[config.mk]
export PLATFORM = sky130hd
export DESIGN_NAME = iq_power_ms
export DESIGN_NICKNAME = d
export VERILOG_FILES = /design/src/rtl/iq_power_ms.sv
export SDC_FILE = /design/constraint.sdc
export NUM_CORES = 2
export LEC_CHECK = 0
export BUFFER_PORTS_ARGS = -buffer_cell sky130_fd_sc_hd__buf_2
export CORE_UTILIZATION = 50
export CTS_CLUSTER_SIZE = 10
export DETAILED_ROUTE_END_ITERATION = 6
export GPL_TIMING_DRIVEN = 0
export PLACE_DENSITY = 0.67
export REMOVE_ABC_BUFFERS = 1
export SLEW_MARGIN = 5
export SYNTH_ARGS = -nofsm -noshare
export SYNTH_HDL_FRONTEND = slang
export SYNTH_SLANG_ARGS = --single-unit
[constraint.sdc]
create_clock -name clk -period 8.8 [get_ports clk]
set_input_delay 2.64 -clock clk [delete_from_list [all_inputs] [get_ports clk]]
set_output_delay 2.64 -clock clk [all_outputs]
set_load 0.03 [all_outputs]
[src/rtl/iq_power_ms.sv]
// iq_power_ms: instantaneous I/Q power with millisecond window framing.
//
// Computes I*I + Q*Q through a three-stage pipeline. A free-running window
// counter produces a window-end pulse that is delayed to line up with the
// pipeline output. The block also counts the power samples that land in
// each window.
//
// Ports:
//   clk         - system clock, rising edge
//   rst         - asynchronous active-high reset
//   in_valid    - in_i/in_q qualify this cycle
//   in_i, in_q  - signed 16-bit I/Q samples
//   ms_sync     - one-cycle window realignment strobe
//   power       - unsigned I*I+Q*Q of the latest valid sample (held otherwise)
//   power_valid - power updated this cycle
//   ms_out      - one-cycle window-end pulse, pipeline aligned
//   win_samples - power_valid count of the last completed window
module iq_power_ms #(
  parameter int unsigned CLKS_PER_MS = 150000
) (
  input  logic               clk,
  input  logic               rst,
  input  logic               in_valid,
  input  logic signed [15:0] in_i,
  input  logic signed [15:0] in_q,
  input  logic               ms_sync,
  output logic        [31:0] power,
  output logic               power_valid,
  output logic               ms_out,
  output logic        [17:0] win_samples
);

  localparam logic [17:0] TermCnt = 18'(CLKS_PER_MS - 1);
  localparam logic [17:0] SatMax  = '1;

  // Stage 1: input registers
  logic signed [15:0] s1_i_q, s1_q_q;
  logic               s1_v_q;

  // Stage 2: squares, 31 bits each (largest is 2^30 at -32768)
  logic signed [30:0] i_ext, q_ext;
  logic        [30:0] ii_sq, qq_sq;
  logic        [30:0] s2_ii_q, s2_qq_q;
  logic               s2_v_q;

  // Stage 3: sum
  logic        [31:0] power_q;
  logic               pv_q;

  // Window framing
  logic        [17:0] ms_cnt_q, ms_cnt_d;
  logic               tick;
  logic               tick1_q, tick2_q, ms_out_q;

  // Sample counting
  logic        [17:0] smp_cnt_q, smp_cnt_d, smp_inc;
  logic        [17:0] win_q, win_d;

  // Sign-extend before multiplying so the product width is 31 bits throughout.
  assign i_ext = {{15{s1_i_q[15]}}, s1_i_q};
  assign q_ext = {{15{s1_q_q[15]}}, s1_q_q};
  assign ii_sq = $unsigned(i_ext * i_ext);
  assign qq_sq = $unsigned(q_ext * q_ext);

  always_ff @(posedge clk or posedge rst) begin
    if (rst) begin
      s1_i_q  <= '0;
      s1_q_q  <= '0;
      s1_v_q  <= 1'b0;
      s2_ii_q <= '0;
      s2_qq_q <= '0;
      s2_v_q  <= 1'b0;
      power_q <= '0;
      pv_q    <= 1'b0;
    end else begin
      s1_i_q  <= in_i;
      s1_q_q  <= in_q;
      s1_v_q  <= in_valid;
      s2_ii_q <= ii_sq;
      s2_qq_q <= qq_sq;
      s2_v_q  <= s1_v_q;
      pv_q    <= s2_v_q;
      if (s2_v_q) begin
        power_q <= {1'b0, s2_ii_q} + {1'b0, s2_qq_q};
      end
    end
  end

  // ms_sync wins over terminal count: it realigns and swallows that tick.
  assign tick = (ms_cnt_q == TermCnt) && !ms_sync;

  always_comb begin
    ms_cnt_d = ms_cnt_q + 18'd1;
    if (ms_sync || (ms_cnt_q == TermCnt)) begin
      ms_cnt_d = '0;
    end
  end

  // A coincident power_valid belongs to the window that is closing.
  always_comb begin
    smp_inc   = (smp_cnt_q == SatMax) ? smp_cnt_q : smp_cnt_q + 18'd1;
    smp_cnt_d = smp_cnt_q;
    win_d     = win_q;
    if (ms_out_q) begin
      win_d     = pv_q ? smp_inc : smp_cnt_q;
      smp_cnt_d = '0;
    end else if (pv_q) begin
      smp_cnt_d = smp_inc;
    end
  end

  always_ff @(posedge clk or posedge rst) begin
    if (rst) begin
      ms_cnt_q  <= '0;
      tick1_q   <= 1'b0;
      tick2_q   <= 1'b0;
      ms_out_q  <= 1'b0;
      smp_cnt_q <= '0;
      win_q     <= '0;
    end else begin
      ms_cnt_q  <= ms_cnt_d;
      tick1_q   <= tick;
      tick2_q   <= tick1_q;
      ms_out_q  <= tick2_q;
      smp_cnt_q <= smp_cnt_d;
      win_q     <= win_d;
    end
  end

  assign power       = power_q;
  assign power_valid = pv_q;
  assign ms_out      = ms_out_q;
  assign win_samples = win_q;

endmodule
Word level (Yosys, flattened, before mapping)
Cells that the tools add are included.
- word-level logic and storage cells: 28
- input bits: 36
- register bits: 186
- eq/ne operators: 2
- $mul: 2
- add/subtract/negate cells: 3
- mux-type cells: 4
- reduce and logical (&&, ||, !) cells: 3
- operators by type and width (operator ; number):
    $mux 18 ; 4
    $mul 16x16->31 ; 2
    $add 18x1->18 const B ; 2
    $eq 18x18->1 const B ; 2
    $add 31x31->32 ; 1
    $logic_and 1x1->1 ; 1
    $logic_not 1->1 ; 1
    $logic_or 1x1->1 ; 1

Depth between registers and ports, before layout
- depth after elaboration: 4
- depth in mapped cells: 24
- gate-level depth less buffers: 23

Worst setup path before layout
OpenSTA, ideal clock, no wires.
- path type: reg2reg
- start point: register s1_i_q[15]
- end point: register s2_ii_q[28]
- setup time: 0.126 ns
- period minus slack after synthesis: 6.270 ns
- cell stages (with the launch flop): 22
- required time: 8.674 ns
- path slack: 2.530 ns
- arrival: 6.144 ns
- buffers on the path: 2
- cells stage by stage: dfrtp_1 clkbuf_1 inv_1 clkbuf_1 nor2_1 fa_1 inv_1 fa_1 inv_1 fa_1 fa_1 fa_1 inv_1 fa_1 inv_1 ha_1 and3_1 a22oi_1 o41ai_4 o211ai_1 nor3b_1 a311o_1
- word-level cells in the longest chain between the ends: 1
- RTL lines (element ; line ; RTL):
    start: declaration ; 37 ; logic signed [15:0] s1_i_q, s1_q_q;
    start signal: assignment ; 76 ; s1_i_q <= in_i;
    $mul 16x16->31 ; 62 ; assign ii_sq = $unsigned(i_ext * i_ext);
    net ii_sq[28] ; 42 ; logic [30:0] ii_sq, qq_sq;
    end signal: assignment ; 79 ; s2_ii_q <= ii_sq;
    end: declaration ; 43 ; logic [30:0] s2_ii_q, s2_qq_q;
The timed path passes the listed nets, and every way through them passes these cells.
A chain may end at the register's enable or synchronous reset.

Worst setup path after layout
Ends and elaborated chain as after synthesis.

==> results_dict.tcl <==
set metrics [dict create \
    synth_seq_cells 184 \
    die_y_um 224 \
    ctsResizeCount 0 \
    grt_pass1_vias 18300 \
    grt_use_met2_pct 37.8 \
    rsz0062_at_grt "no" \
    period_share_pct 82.2 \
    grt_max_degree 110 \
    drt_iter0_drc 822 \
    avgSynthCellArea_sq_um 9.84 \
    avgRoutedWirePerCell_um 15.5 \
    critical_path_class "reg -> reg" \
    synthArstFlopShare_pct 100 \
    synth.area.top_cells "fa_1 37%, dfrtp_1 19%, ha_1 10%" \
    outcome "finished clean" \
    worst_pin_slew_ns 1.30 \
    grt_busiest_layer "met2" \
    path_max_fanout 17 \
    synthCells 2504 \
    portBuffers 87 \
    ant_nets 0 \
    required_ns 9.16 \
    max_clock_freq_mhz 138 \
    layout_setup_ws_ns 1.57 \
    min_period_ns 7.23 \
    num_rows 80 \
    clkSinkCount 184 \
    crit_path_start_kind "flip-flop" \
    grt_pass1_wl_um 85500 \
    post-route-drc-count 0 \
    rrSetupSlack_ns 1.57 \
    synthAdderAreaFrac_pct 47.7 \
    place_ws_ns 1.66 \
    gp_congestion 0.893 \
    drt-pass1-iter-count 5 \
    cts_tree "built" \
    insertion_delay_ns 0.49 \
    path_clk_slew_ns 0.08 \
    synth_largest_area_cell "fa_1" \
    synth_top_family_by_area "adder cells" \
    htreeDepth 4 \
    overflow 0 \
    hold_path_depth 0 \
    num_io_pins 88 \
    synth_xor_area_share_pct 4.66 \
    worstHoldEndpoint "tick2_q" \
    cts_root_buf "clkbuf_16" \
    track_usage_pct 21.6 \
    clockBufferDepth 2 \
    drt-total-wl_um 50000 \
    yosysWarnings 0 \
    maxSlewViolCount 0 \
    antenna_cells 0 \
    rr_startpoint "s1_i_q[15]" \
    yosysSeqAreaShare_pct 18.7 \
    via_count 16600 \
    drive_gt1_share_pct 6.82 \
    synthDistinctLibCells 78 \
    die-area_sq_mm 0.0501 \
    use_met3_pct 2.89 \
    yosys.area_share.simple_pct 9.91 \
    cts_hold_buf 0 \
    numCtsBuffers 17 \
    hold_viol 0 \
    die_w_um 224 \
    start_util_pct 51.2 \
    slew_headroom_pct 13.1 \
    r2r_cells 19 \
    synthesis.area_sq_mm 0.0246 \
    cp-end-kind "flip-flop" \
    grtUsageMet1_pct 27.6 \
    setup_viol 0 \
    maxCapViolCount 0 \
    synth_top_area_share_pct 37.2 \
    area_delta_synth_final_pct 6.65 \
    min_from "tick1_q" \
    synth_edf_count 0 \
    fin_worst_skew_ns 0.0174 \
    n_fill_cell 4366 \
    synthFlopType "dfrtp_1" \
    reg2reg_to "s2_ii_q[28]" \
    layout.nets 3254 \
    antenna_found_initial 1 \
    synth.area.mux_share_pct 0.945 \
    multi_input_area_sq_mm 0.0174 \
    cts_setup_buffers 0 \
    synth_compound_area_share_pct 7.24 \
    core_region_area_sq_mm 0.0481 \
    min_path_type "reg -> reg" \
    hpwl_um 40900 \
    viasPerCell 5.14 \
    seq_area_sq_mm 0.00461 \
    crit_arrival_ns 7.59 \
]
==> metrics by stage <==
| step | instance area [sq um] | utilization [%] | hold WS, ns | TNS (ns) | instances |
|---|---|---|---|---|---|
| 3_3_place_gp | 25700 | 53.3 | 0.337 | -176.53 | 3189 |
| 2_1_floorplan | 24400 | - | 0.331 | 0 | 2446 |
| 4_1_cts | 26300 | 54.6 | 0.359 | 0 | 3223 |
| 5_1_grt | 26300 | 54.6 | 0.361 | 0 | 3223 |
| 3_5_place_dp | 25700 | 53.4 | 0.339 | 0 | 3191 |
| 6_report | 26300 | 54.6 | 0.355 | 0 | 3223 |
==> layout make-up <==
| type | instances | area share, % |
|---|---|---|
| Clock buffer | 19 | 1.65 |
| Clock inverter | 13 | 0.457 |
| Inverter | 653 | 9.36 |
| Multi-Input combinational cell | 1609 | 66.1 |
| Sequential cell | 184 | 17.5 |
| Tap cell | 656 | 3.13 |
| Timing Repair Buffer | 89 | 1.79 |
==> routing by layer <==
metal | wire length (um) | vias up
met5 | 0 | -
li1 | - | 7641
met1 | 21100 | 8512
met4 | 1170 | 0
met3 | 2200 | 74
met2 | 25500 | 336
==> how the worst max path moves through the flow <==
stage,startpoint,end,slack (ns)
after floorplan,rst,ms_cnt_q[0],1.16
after global placement,rst,power[31],-0.98
after detailed placement,s1_i_q[15],s2_ii_q[28],1.66
after CTS,s1_i_q[15],s2_ii_q[28],1.60
after global routing,s1_i_q[15],s2_ii_q[28],1.22
final,s1_i_q[15],s2_ii_q[28],1.57
==> flip-flops by register name, summed over array words and instances, names as in the netlist <==
signal / count
s2_ii_q: 30
s2_qq_q: 30
tick2_q: 1
tick1_q: 1
power_valid: 1
win_samples: 18
ms_out: 1
s1_q_q: 16
power: 32
smp_cnt_q: 18
ms_cnt_q: 18
s2_v_q: 1
s1_v_q: 1
s1_i_q: 16
==> placed cells by master (no fill, tap or decap), drive strengths merged, types with 32 or more instances in the layout <==
| master | n |
|---|---|
| inv | 653 |
| fa | 458 |
| ha | 206 |
| nand2 | 190 |
| dfrtp | 184 |
| nor2 | 180 |
| xnor2 | 89 |
| buf | 89 |
| a21oi | 77 |
| and2 | 62 |
| xor2 | 42 |
| nand3 | 36 |
| o21ai | 32 |
==> critical path, cell delays in order, from the launching register on <==
cell	delay, ns
dfrtp_1	0.64
inv_1	0.60
nor2_1	0.20
fa_1	0.74
inv_1	0.11
fa_1	0.81
inv_1	0.16
fa_1	0.50
fa_1	0.51
fa_1	0.49
inv_1	0.05
fa_1	0.47
inv_1	0.04
ha_1	0.34
and3_1	0.22
a22oi_1	0.26
o41ai_4	0.17
o211ai_1	0.35
nor3b_1	0.10
a311o_1	0.33
==> logic make-up (layout without fill, tap and decap cells) <==
kind of cell	count (synthesis)	count (layout)
adders and majority gates	664	664
AOI/OAI and AO/OA	248	248
DFF	184	184
buffers and inverters	711	774
xor gates and xnor gates	131	131
and+or+nand+nor	545	545
muxes	21	21
==> synthesized netlist by cell type, types with 3 or more instances <==
library cell    n
nand2_1       190
o31ai_2         3
a31o_2          5
buf_1           3
o21bai_1       16
o2111ai_1       3
a221oi_1        3
o21a_1         18
mux2i_1         3
o31ai_1         7
or2_2           7
inv_1         648
nor2_1        180
xnor2_1        89
clkbuf_1       54
a21o_1         27
a31oi_1         7
xor2_1         42
clkinv_1        4
mux2_2         18
a211oi_1        8
a211oi_2        4
nor4_1          3
and2_1         62
and3_1         14
nor2b_1        11
nor3_1         18
dfrtp_1       184
o21ai_1         8
fa_1          458
ha_1          206
a21oi_1        75
o211ai_1        5
nand4_1         7
nand3_1        35
o21ai_0        23
nand2b_1        7
Power is not shown: default switching activity piles up to over one toggle a cycle in this logic, so the estimate is an artifact.
